$ cat config.mk
export PLATFORM = sky130hd
export DESIGN_NAME = mdio_arbiter
export DESIGN_NICKNAME = d
export VERILOG_FILES = /design/src/rtl/mdio_arbiter.sv
export SDC_FILE = /design/constraint.sdc
export NUM_CORES = 1
export LEC_CHECK = 0
export ABC_CLOCK_PERIOD_IN_PS = 3900
export CAP_MARGIN = 20
export CELL_PAD_IN_SITES_DETAIL_PLACEMENT = 2
export CELL_PAD_IN_SITES_GLOBAL_PLACEMENT = 2
export CORE_UTILIZATION = 22
export DETAILED_ROUTE_END_ITERATION = 12
export GPL_ROUTABILITY_DRIVEN = 0
export MAX_ROUTING_LAYER = met4
export PLACE_DENSITY = 0.84
export SLEW_MARGIN = 20
export SYNTH_ARGS = -nofsm -noshare
export SYNTH_HDL_FRONTEND = slang
export SYNTH_SLANG_ARGS = --single-unit
$ cat constraint.sdc
create_clock -name CLK -period 3.9 [get_ports CLK]
set_input_delay 0.585 -clock CLK [delete_from_list [all_inputs] [get_ports CLK]]
set_output_delay 0.585 -clock CLK [all_outputs]
set_load 0.03 [all_outputs]
$ cat src/rtl/mdio_arbiter.sv
// mdio_arbiter
//
// Round-robin scheduler that shares one MDIO management controller among
// NREQ station-management requesters. It grants one request at a time,
// builds the 32-bit management frame, pulses CTRL_START, and then waits for
// CTRL_DATA_RDY or a timeout. It returns DONE/ERR/RDATA to the granted
// requester.
//
// Ports
//   CLK, RESET      system clock, synchronous active-high reset
//   REQ             per-requester request level (sampled only in IDLE)
//   REQ_WRITE       per-requester operation, 1 = write
//   REQ_PHY/REQ_REG 5-bit PHY/register address per requester, packed [5i+4:5i]
//   REQ_WDATA       16-bit write data per requester, packed [16i+15:16i]
//   GNT             one-hot grant, high from issue through the RESP cycle
//   DONE            one-cycle completion pulse to the granted requester
//   ERR             high with DONE when the transaction timed out
//   RDATA           read data of the last completed read
//   CTRL_START      one-cycle start pulse to the controller
//   CTRL_T_DATA     frame to the controller, held from issue until next issue
//   CTRL_RD_DATA    controller read data
//   CTRL_DATA_RDY   controller completion pulse
//   CTRL_ABORT      one-cycle pulse on timeout (ORed into controller reset)
//
// State | meaning
// ------+------------------------------------------------------------------
// IDLE  | no transaction; round-robin search over REQ, issue on a winner
// WAIT  | frame issued; count cycles until DATA_RDY or TIMEOUT_CYC
// RESP  | DONE/ERR presented for one cycle; grant released on exit

module mdio_arbiter #(
    parameter int NREQ        = 4,
    parameter int TIMEOUT_CYC = 63
) (
    input  logic                 CLK,
    input  logic                 RESET,
    input  logic [NREQ-1:0]      REQ,
    input  logic [NREQ-1:0]      REQ_WRITE,
    input  logic [5*NREQ-1:0]    REQ_PHY,
    input  logic [5*NREQ-1:0]    REQ_REG,
    input  logic [16*NREQ-1:0]   REQ_WDATA,
    output logic [NREQ-1:0]      GNT,
    output logic [NREQ-1:0]      DONE,
    output logic                 ERR,
    output logic [15:0]          RDATA,
    output logic                 CTRL_START,
    output logic [31:0]          CTRL_T_DATA,
    input  logic [15:0]          CTRL_RD_DATA,
    input  logic                 CTRL_DATA_RDY,
    output logic                 CTRL_ABORT
);

    localparam int IW = (NREQ > 1) ? $clog2(NREQ) : 1;
    localparam int CW = (TIMEOUT_CYC > 0) ? $clog2(TIMEOUT_CYC + 1) : 1;
    localparam logic [CW-1:0] TIMEOUT_VAL = CW'(TIMEOUT_CYC);
    localparam logic [IW-1:0] LAST_RST    = IW'(NREQ - 1);

    typedef enum logic [1:0] {
        S_IDLE = 2'd0,
        S_WAIT = 2'd1,
        S_RESP = 2'd2
    } state_t;

    state_t          state_q, state_d;
    logic [IW-1:0]   last_q, last_d;
    logic [IW-1:0]   owner_q, owner_d;
    logic            wr_q, wr_d;
    logic [CW-1:0]   cnt_q, cnt_d;
    logic [NREQ-1:0] gnt_q, gnt_d;
    logic [NREQ-1:0] done_q, done_d;
    logic            err_q, err_d;
    logic [15:0]     rdata_q, rdata_d;
    logic            start_q, start_d;
    logic [31:0]     tdata_q, tdata_d;
    logic            abort_q, abort_d;

    // Per-requester views of the packed request buses.
    logic            wr_a    [NREQ];
    logic [4:0]      phy_a   [NREQ];
    logic [4:0]      reg_a   [NREQ];
    logic [15:0]     wdata_a [NREQ];

    always_comb begin
        for (int i = 0; i < NREQ; i++) begin
            wr_a[i]    = REQ_WRITE[i];
            phy_a[i]   = REQ_PHY[5*i +: 5];
            reg_a[i]   = REQ_REG[5*i +: 5];
            wdata_a[i] = REQ_WDATA[16*i +: 16];
        end
    end

    // Round-robin search: LAST+1, LAST+2, ... modulo NREQ, first high REQ wins.
    logic            win_valid;
    logic [IW-1:0]   win_idx;
    int              cand;
    logic [IW-1:0]   cand_w;

    always_comb begin
        win_valid = 1'b0;
        win_idx   = '0;
        cand      = 0;
        cand_w    = '0;
        for (int k = 1; k <= NREQ; k++) begin
            cand   = (int'(last_q) + k) % NREQ;
            cand_w = IW'(cand);
            if (!win_valid && REQ[cand_w]) begin
                win_valid = 1'b1;
                win_idx   = cand_w;
            end
        end
    end

    function automatic logic [31:0] build_frame(input logic        wr,
                                                input logic [4:0]  phy,
                                                input logic [4:0]  rg,
                                                input logic [15:0] wd);
        return {2'b01,
                wr ? 2'b01 : 2'b10,
                phy,
                rg,
                wr ? 2'b10 : 2'b00,
                wr ? wd : 16'h0000};
    endfunction

    always_comb begin
        state_d = state_q;
        last_d  = last_q;
        owner_d = owner_q;
        wr_d    = wr_q;
        cnt_d   = cnt_q;
        gnt_d   = gnt_q;
        done_d  = '0;
        err_d   = 1'b0;
        rdata_d = rdata_q;
        start_d = 1'b0;
        tdata_d = tdata_q;
        abort_d = 1'b0;

        unique case (state_q)
            S_IDLE: begin
                if (win_valid) begin
                    owner_d          = win_idx;
                    wr_d             = wr_a[win_idx];
                    gnt_d            = '0;
                    gnt_d[win_idx]   = 1'b1;
                    tdata_d          = build_frame(wr_a[win_idx], phy_a[win_idx],
                                                   reg_a[win_idx], wdata_a[win_idx]);
                    start_d          = 1'b1;
                    cnt_d            = '0;
                    state_d          = S_WAIT;
                end
            end
            S_WAIT: begin
                // Completion takes precedence over a timeout in the same cycle.
                if (CTRL_DATA_RDY) begin
                    done_d  = gnt_q;
                    state_d = S_RESP;
                    if (!wr_q) begin
                        rdata_d = CTRL_RD_DATA;
                    end
                end else if (cnt_q == TIMEOUT_VAL) begin
                    done_d  = gnt_q;
                    err_d   = 1'b1;
                    abort_d = 1'b1;
                    state_d = S_RESP;
                end else begin
                    cnt_d = cnt_q + 1'b1;
                end
            end
            S_RESP: begin
                gnt_d   = '0;
                last_d  = owner_q;
                cnt_d   = '0;
                state_d = S_IDLE;
            end
            default: begin
                gnt_d   = '0;
                cnt_d   = '0;
                state_d = S_IDLE;
            end
        endcase
    end

    always_ff @(posedge CLK) begin
        if (RESET) begin
            state_q <= S_IDLE;
            last_q  <= LAST_RST;
            owner_q <= '0;
            wr_q    <= 1'b0;
            cnt_q   <= '0;
            gnt_q   <= '0;
            done_q  <= '0;
            err_q   <= 1'b0;
            rdata_q <= 16'h0000;
            start_q <= 1'b0;
            tdata_q <= 32'h0;
            abort_q <= 1'b0;
        end else begin
            state_q <= state_d;
            last_q  <= last_d;
            owner_q <= owner_d;
            wr_q    <= wr_d;
            cnt_q   <= cnt_d;
            gnt_q   <= gnt_d;
            done_q  <= done_d;
            err_q   <= err_d;
            rdata_q <= rdata_d;
            start_q <= start_d;
            tdata_q <= tdata_d;
            abort_q <= abort_d;
        end
    end

    assign GNT         = gnt_q;
    assign DONE        = done_q;
    assign ERR         = err_q;
    assign RDATA       = rdata_q;
    assign CTRL_START  = start_q;
    assign CTRL_T_DATA = tdata_q;
    assign CTRL_ABORT  = abort_q;

endmodule

---- Yosys cells after proc, flatten, opt, wreduce, memory -nomap -nowiden ----
Cells that the tools add are included.
storage, ports and cells
  flip-flop bits (word level) ............. 70
  output and inout bits ................... 59
  word-level logic and storage cells ...... 97
cells by class
  add/subtract/negate cells ............... 5
  magnitude comparators ................... 7
  eq/ne operators ......................... 7
  mux-type cells .......................... 47
  bitwise gates (word level) .............. 4
  reduce and logical (&&, ||, !) cells .... 16
operators by type and width
  cell                 count
  $mux 16              3
  $bmux 16 s2          1
  $bmux 5 s2           2
  $mux 5               4
  $mux 2               9
  $mux 6               3
  $lt 2x3->1 const B   5
  $mux 1               13
  $mux 4               3
  $pmux 6 s2           1
  $bmux 1 s2           5
  $pmux 4 s2           1
  $add 6x1->6 const B  1
  $eq 6x6->1 const B   1
  $ne 2x2->1 const B   3
  $reduce_and 2->1     3
  $reduce_and 3->1     2
  $add 2x1->2 const B  2
  $add 2x2->2 const B  2
  $logic_and 1x1->1    4
  $pmux 2 s2           1
  $reduce_or 2->1      2
  $ge 3x3->1 const B   1
  $logic_not 1->1      3
  other kinds (9)      11

---- Logic depth before layout (Yosys ltp) ----
  depth in word-level cells ............... 19
  depth in mapped cells ................... 9
  gate-level depth less buffers ........... 7

---- Worst setup path after synthesis ----
No wires, ideal clock.
  path kind ............................... input-to-reg
  start point ............................. in REQ[0]
  end point ............................... reg tdata_q[21] (netlist: CTRL_T_DATA[21])
  library setup time ...................... 0.132 ns
  arrival time ............................ 1.775 ns
  data required time ...................... 3.768 ns
  path slack .............................. 1.993 ns
  cell stages on the path ................. 8
  path through ............................ and2b_1 -> o21ba_1 -> nor2_1 -> buf_2 -> buf_2 -> nand3_1 -> nand3_1 -> a21oi_1
on the way
  cells in the longest elaborated chain, start to end .. 16
ends and longest elaborated chain
  element                                     line  RTL
  start: declaration                          37    input logic [NREQ-1:0] REQ,
  $bmux 1 s2                                  106   if (!win_valid && REQ[cand_w]) begin
  $mux 1 (not written as such)                106
  $mux 1                                      106
  $logic_not 1->1                             106
  $logic_and 1x1->1                           106
  $mux 1                                      106
  $logic_not 1->1                             106
  $logic_and 1x1->1                           106
  $mux 1                                      106
  $logic_not 1->1                             106
  $logic_and 1x1->1                           106
  $mux 2                                      106
  $not 2->3 (not written as such)             147   reg_a[win_idx], wdata_a[win_idx]);
  $bmux 5 s2                                  147
  $mux 5 (not written as such) (2 in series)  147
  end signal: assignment                      209   tdata_q <= tdata_d;
  end: declaration                            74    logic [31:0] tdata_q, tdata_d;
Several ways; a longest one is shown, not always the timed one. The select of a mux whose other input is x is not followed.
A chain may end at the register's enable or synchronous reset.

---- Worst setup path after layout ----
  start point ............................. in REQ[3]
  end point ............................... reg tdata_q[12] (netlist: CTRL_T_DATA[12])
on the way
  cells in the longest elaborated chain, start to end .. 17
ends and longest elaborated chain
  element                                                                       line      RTL
  $bmux 1 s2                                                                    106
  $mux 1 (not written as such)                                                  106
  $mux 1                                                                        106
  $logic_not 1->1                                                               106
  $logic_and 1x1->1                                                             106
  $mux 1                                                                        106
  $logic_not 1->1                                                               106
  $logic_and 1x1->1                                                             106
  $mux 1                                                                        106
  $logic_not 1->1                                                               106
  $logic_and 1x1->1                                                             106
  $mux 2                                                                        106
  $not 2->3 (not written as such)                                               146, 147
  $bmux 16 s2 / $bmux 1 s2 (equally long branches)                              147, 146
  $mux 16 (not written as such) / $mux 1 (equally long branches) (2 in series)  147, 146
  $mux 16                                                                       122       wr ? wd : 16'h0000};
Several ways; a longest one is shown, not always the timed one. The select of a mux whose other input is x is not followed.

==> qor.txt <==
Pleak = 2.15 nW
H-tree levels = 3
tightest slew margin relative to the limit = 0.503
mux share of post-synthesis cell area = 0.149
CTS root buf = clkbuf_16
Commonest cells post-synth = 106 x nand2_1, 67 x dfxtp_1, 51 x mux2i_1
Non-Filler Instances = 787
complex-gate fraction of the synthesized area = 0.152
final total power = 0.00222 W
Critical Path AT = 2990 ps
Min-Delay Path Class = flop to flop
CTS tree = built
row count = 45
top-count cell post-synth = nand2_1
synth unique cells = 45
synth top area cells = dfxtp_1 39%, mux2i_1 15%, nand2_1 12%
vias in the first global route = 4,151
Total GRT Usage = 0.171
initial DRC count = 89
Synth Area in Simple Gates = 0.231
Vias = 3,715
DR vias/cell = 4.72
post-cts resize count = 0
Max Cap Violations = 0
layout cells sized above 1 = 0.0568
placed standard-cell area = 5400 um2
CTS clk-pin slew, worst paths = 70 ps
max-slew violation count = 0
Power Dens Cells = 389 nW/um2
drt wl/cell = 17.0 um
Post-synth EDFFs = 0
PortBufs = 187
Synth Area in Adders = 0.00364
setup violators final = 0
sequential area share after synthesis = 0.391
Filler cells = 1,688
post-CTS setup buffer count = 0
initial antenna violation count = 0
Core Box Area = 15,200 um2
synthesized area per cell = 8.08 um2
outcome = finished clean
Tcrit/Tclk final = 0.715
register area = 1340 um2
min-delay src = RDATA[8]$_SDFFE_PP0P_
DP HPWL = 10,600 um
Antenna diodes = 0
total die area = 16,100 um2
top_reg_cell synth = dfxtp_1
Worst Path Required = 4110 ps
Ys Warns = 0
CP max FO = 37
nature of the critical path startpoint = primary input
first-pass GRT wire length = 21,000 um
largest net degree at the start of global routing = 38
area of the multi-input gates = 1900 um2
GR Overflow Total = 0
Worst-Margin Slew = 745 ps
Synth Area in XOR/XNOR = 0.0128
clk sink count = 67
Placed Instances = 771
Skew-Pair Late Insertion Delay = 320 ps
RSZ-0062 raised after global routing = no
Die Width = 127 um
area grow syn2layout = 66.3%
largest family of logic cells by synthesized area = simple AND/OR/NAND/NOR gates
reg2reg start = last_q[1]$_SDFFE_PP1N_
fin crit period = 2790 ps
Final #Nets = 726
final instance area = 5710 um2
hold_buf cts = 0
Seq cells post-synth = 67
Antenna Nets Post-Route = 0
Final Skew = 9.22 ps
peak supply drop = 0.207 mV
synthesized area = 3430 um2
DRT Wirelength = 13,400 um
Initial Utilization = 0.226
Max Used Layer = met4
Crit Path Class = primary input to flop
gate count after technology mapping = 425
# DRC = 0
CTS Buffer Depth = 2
Metal-1 WL = 5250 um
Fmax = 359 MHz
IO Pins = 190
metal3 WL = 668 um
Pre-Repair DR Iteration Count = 4
CP Launch Point = REQ[3]
post-synth top area share = 0.391
post-route setup TNS = 0 ps
Setup crit end kind = flop
Hold Vio Cnt, Final = 0
Yosys top cell by area = dfxtp_1
FFs w/ async S/R, synth = 0
number of buffers created by CTS = 9
Die H = 127 um
Routed met2 length = 7350 um
state kept, by name, indices dropped and copies added, names as in the netlist:
register / count
RDATA: 16
owner_q: 2
GNT: 4
CTRL_T_DATA: 29
state_q: 2
CTRL_START: 1
cnt_q: 6
last_q: 2
DONE: 4
CTRL_ABORT: 1
critical path, cell delays in order:
cell and delay (ps):
clkdlybuf4s50_1 570, nand3b_1 180, a31oi_4 660, buf_12 330, mux2i_1 310, mux2i_1 120
o21ai_0 120, a21oi_1 90
metal layers:
| layer | up-vias | global-route usage |
|---|---|---|
| met1 | 1811 | 0.171 |
| met2 | 106 | 0.335 |
| met5 | - | - |
| met4 | 0 | 0.0315 |
| met3 | 7 | 0.0396 |
| li1 | 1791 | - |
stage by stage:
step                setup slack (ps)  utilization  hold slack (ps)
CTS                             1060        0.376              460
floorplan                       1990            -              436
detailed placement               704        0.355              452
global placement                 860        0.355              442
global route                     974        0.376              485
finish                          1110        0.376              457
power by group:
part	total (W)	internal, W	switching [W]	leakage (nW)
clock network	0.000832	0.000505	0.000327	0.149
registers	0.000769	0.000734	0.0000348	0.547
logic	0.000622	0.000296	0.000325	1.45
total	0.00222	0.00154	0.000687	2.15
worst paths after layout:
path / to / slack [ps] / depth (start not counted)
hold / removal: RDATA[8]$_SDFFE_PP0P_ / 460 / 2
setup reg to reg: CTRL_T_DATA[12]$_SDFFE_PP0P_ / 1390 / 7
hold reg to reg: RDATA[8]$_SDFFE_PP0P_ / 460 / 2
setup / recovery: CTRL_T_DATA[12]$_SDFFE_PP0P_ / 1110 / 8
placed cells by master, fill, tap and decap left out, types with 2 or more instances in the layout:
| cell type | n |
|---|---|
| a21oi_1 | 46 |
| mux2i_1 | 51 |
| dfxtp_1 | 67 |
| nand2_1 | 106 |
| xor2_1 | 5 |
| and3_1 | 2 |
| nor2_1 | 17 |
| nand2b_1 | 4 |
| nand3_1 | 33 |
| and2_1 | 4 |
| buf_4 | 5 |
| clkbuf_16 | 9 |
| o21ai_1 | 4 |
| inv_6 | 3 |
| nor3_1 | 4 |
| clkdlybuf4s50_1 | 186 |
| o21ai_0 | 15 |
| a32o_1 | 4 |
| conb_1 | 2 |
cells by family (layout without fill, tap and decap cells):
group                    Yosys count  count (layout)
AND/OR/NAND/NOR                  181             181
AO/OA/AOI/OAI                     83              83
flip-flops                        67              67
multiplexers                      51              51
buffers and inverters             36             209
XOR/XNOR                           5               5
adder cells (fa/ha/maj)            1               1
other                              1               2
cell type report:
type / instances / area share
tap: 188 / 0.0412
timing repair buffer: 193 / 0.337
sequential: 67 / 0.235
clock inverter: 7 / 0.0140
multi-input combinational: 323 / 0.333
clock buffer: 9 / 0.0394
Power figures use the tool's default switching activity.
==> RTL edit (same flow settings) <==
Make the reset (`RESET`) asynchronous in one clocked block. Comments in the files are not updated.
--- a/src/rtl/mdio_arbiter.sv
+++ b/src/rtl/mdio_arbiter.sv
@@ -183,3 +183,3 @@
 
-    always_ff @(posedge CLK) begin
+    always_ff @(posedge CLK or posedge RESET) begin
         if (RESET) begin
Formal check against the unedited RTL: differs if RESET is asserted again (counterexample within 4 cycles, from zero or initial values and one cycle with RESET high); with RESET held inactive, the same outputs for 4 cycles.
==> RTL edit against the original RTL <==
Area after synthesis rose by 2.7%; routed wire length decreased by 4.7%; register-to-register slack worse by 100 ps; final area is 3.0% higher; setup slack lost 170 ps; sequential cell count is the same; first-iteration DRC count is 17% lower; global-route usage fell by 0.69 points; count of clock-buffer cells in the layout is 1 higher; hold slack improved by 33 ps.
Power is not compared: it rests on default switching activity, and its combinational part moved more than twofold at a synthesized area within 25%.
==> RTL edit: results (changes against the original RTL) <==
run status=finished, final reports clean; list of most frequent post-synthesis cells=dfrtp_1, mux2i_1, mux2_2; FF-to-FF setup slack=1290 ps (-100 ps); minimum clock period=2960 ps (+168 ps); worst r2r path cells=5 (-2); pin count of the biggest net entering global routing=68 (+79%); first-pass GRT wire length=20000 microns (-4.9%); Async SR Flop Fraction=100% (+100 points); Seq. pwr=1.17 mW; CP max-delay cell=clkdlybuf4s50_1; yosys warns=0 (unchanged); clock buffer depth=2 (unchanged); FILL cells=1653 (-2.1%); later-pin clock latency in the skew report=330 ps; Routed WL=12700 microns (-4.7%); CP peak stage delay=570 ps (-90 ps); number of global-route vias before repair=3750 (-9.7%); CTS H-tree depth=3 (unchanged); critical path launch point=REQ[3]; met2 Use GR=29.1% (-4.5 points); share of cells above drive strength 1=15.0% (+9.3 points); Worst-path clk slew=60 ps; gr usage total=16.4% (-0.69 points); DP Worst Slack=606 ps (-97.7 ps); Unique masters post-synth=41 (-8.9%); clock skew=5.41 ps (-3.82 ps); Net count, final=615 (-15%); initial antenna violation count=2 (+2); Leak Pwr=2.41 nW; most used flip-flop cell after synthesis=dfrtp_1; Hold WC Path Type=flip-flop to flip-flop; CP arrival=3180 ps (+190 ps); placed cell area=0.00558 sq mm (+3.3%); hpwl dp=9750 microns (-8.0%); met3 usage=4.91% (+0.94 points); initial DRC count=74 (-17%); Slew HR=37.7% (-13 points); total power divided by cell area=723 mW/mm^2; worst vdd ir=0.000220 V; DR pass1 iterations=4 (unchanged); FF-to-FF Start=last_q[0]$_DFFE_PP1N_; GR Layer Usage met1=17.4% (+0.29 points); post-CTS setup buffer count=0 (unchanged); sequential area share after synthesis=47.6% (+8.6 points); ranking of synthesized cells by area=dfrtp_1, mux2i_1, mux2_2; via/cell ratio=4.54 (-3.8%); Critical Path Fanout Max=27 (-27%); CP endpoint=CTRL_T_DATA[15]$_DFFE_PP0P_
[RTL edit: tightest hold or removal path, stage by stage (launching register included)]
cell and delay, ps:
dfrtp_1 350, nand2_1 50, nand2_1 60
[RTL edit: cell families after synthesis]
kind of cell,synth area share (%)
mux,22.1
buf+inv,4.72
other cells,0.106
compound gates,12.4
flops,47.6
fa+ha+maj,0.355
xor+xnor,0.994
simple gates,11.7
[RTL edit: worst min path at each step]
stage	cells after the start	from	to	slack, ps
after CTS	2	owner_q[1]$_DFFE_PP0P_	owner_q[1]$_DFFE_PP0P_	490
after global placement	1	CTRL_T_DATA[30]$_DFFE_PP0P_	CTRL_T_DATA[30]$_DFFE_PP0P_	470
after floorplan	2	owner_q[1]$_DFFE_PP0P_	owner_q[1]$_DFFE_PP0P_	440
final	2	owner_q[1]$_DFFE_PP0P_	owner_q[1]$_DFFE_PP0P_	490
after global routing	2	CTRL_T_DATA[1]$_DFFE_PP0P_	CTRL_T_DATA[1]$_DFFE_PP0P_	520
after detailed placement	2	owner_q[1]$_DFFE_PP0P_	owner_q[1]$_DFFE_PP0P_	480
[RTL edit: final cells by class]
class / count / area [sq um] / share of cell area (%)
clock buffer: 10 / 229 / 3.89
sequential: 67 / 1680 / 28.5
antenna: 2 / 5.00 / 0.0851
tap: 211 / 264 / 4.49
clock inverter: 6 / 66.3 / 1.13
inverter: 5 / 18.8 / 0.319
multi-input combinational: 206 / 1680 / 28.6
timing repair buffer: 194 / 1940 / 32.9
[RTL edit: metrics by stage]
stage	std cells	util (%)
finish	701	38.1
global route	701	38.1
CTS	699	38.1
detailed placement	683	36.2
global placement	683	36.2
floorplan	302	-
[RTL edit: per-layer routing]
metal	part of all wire, %	wire (microns)
met1	39	4940
met2	53	6690
met3	7.2	914
met4	1.5	191
met5	0	0
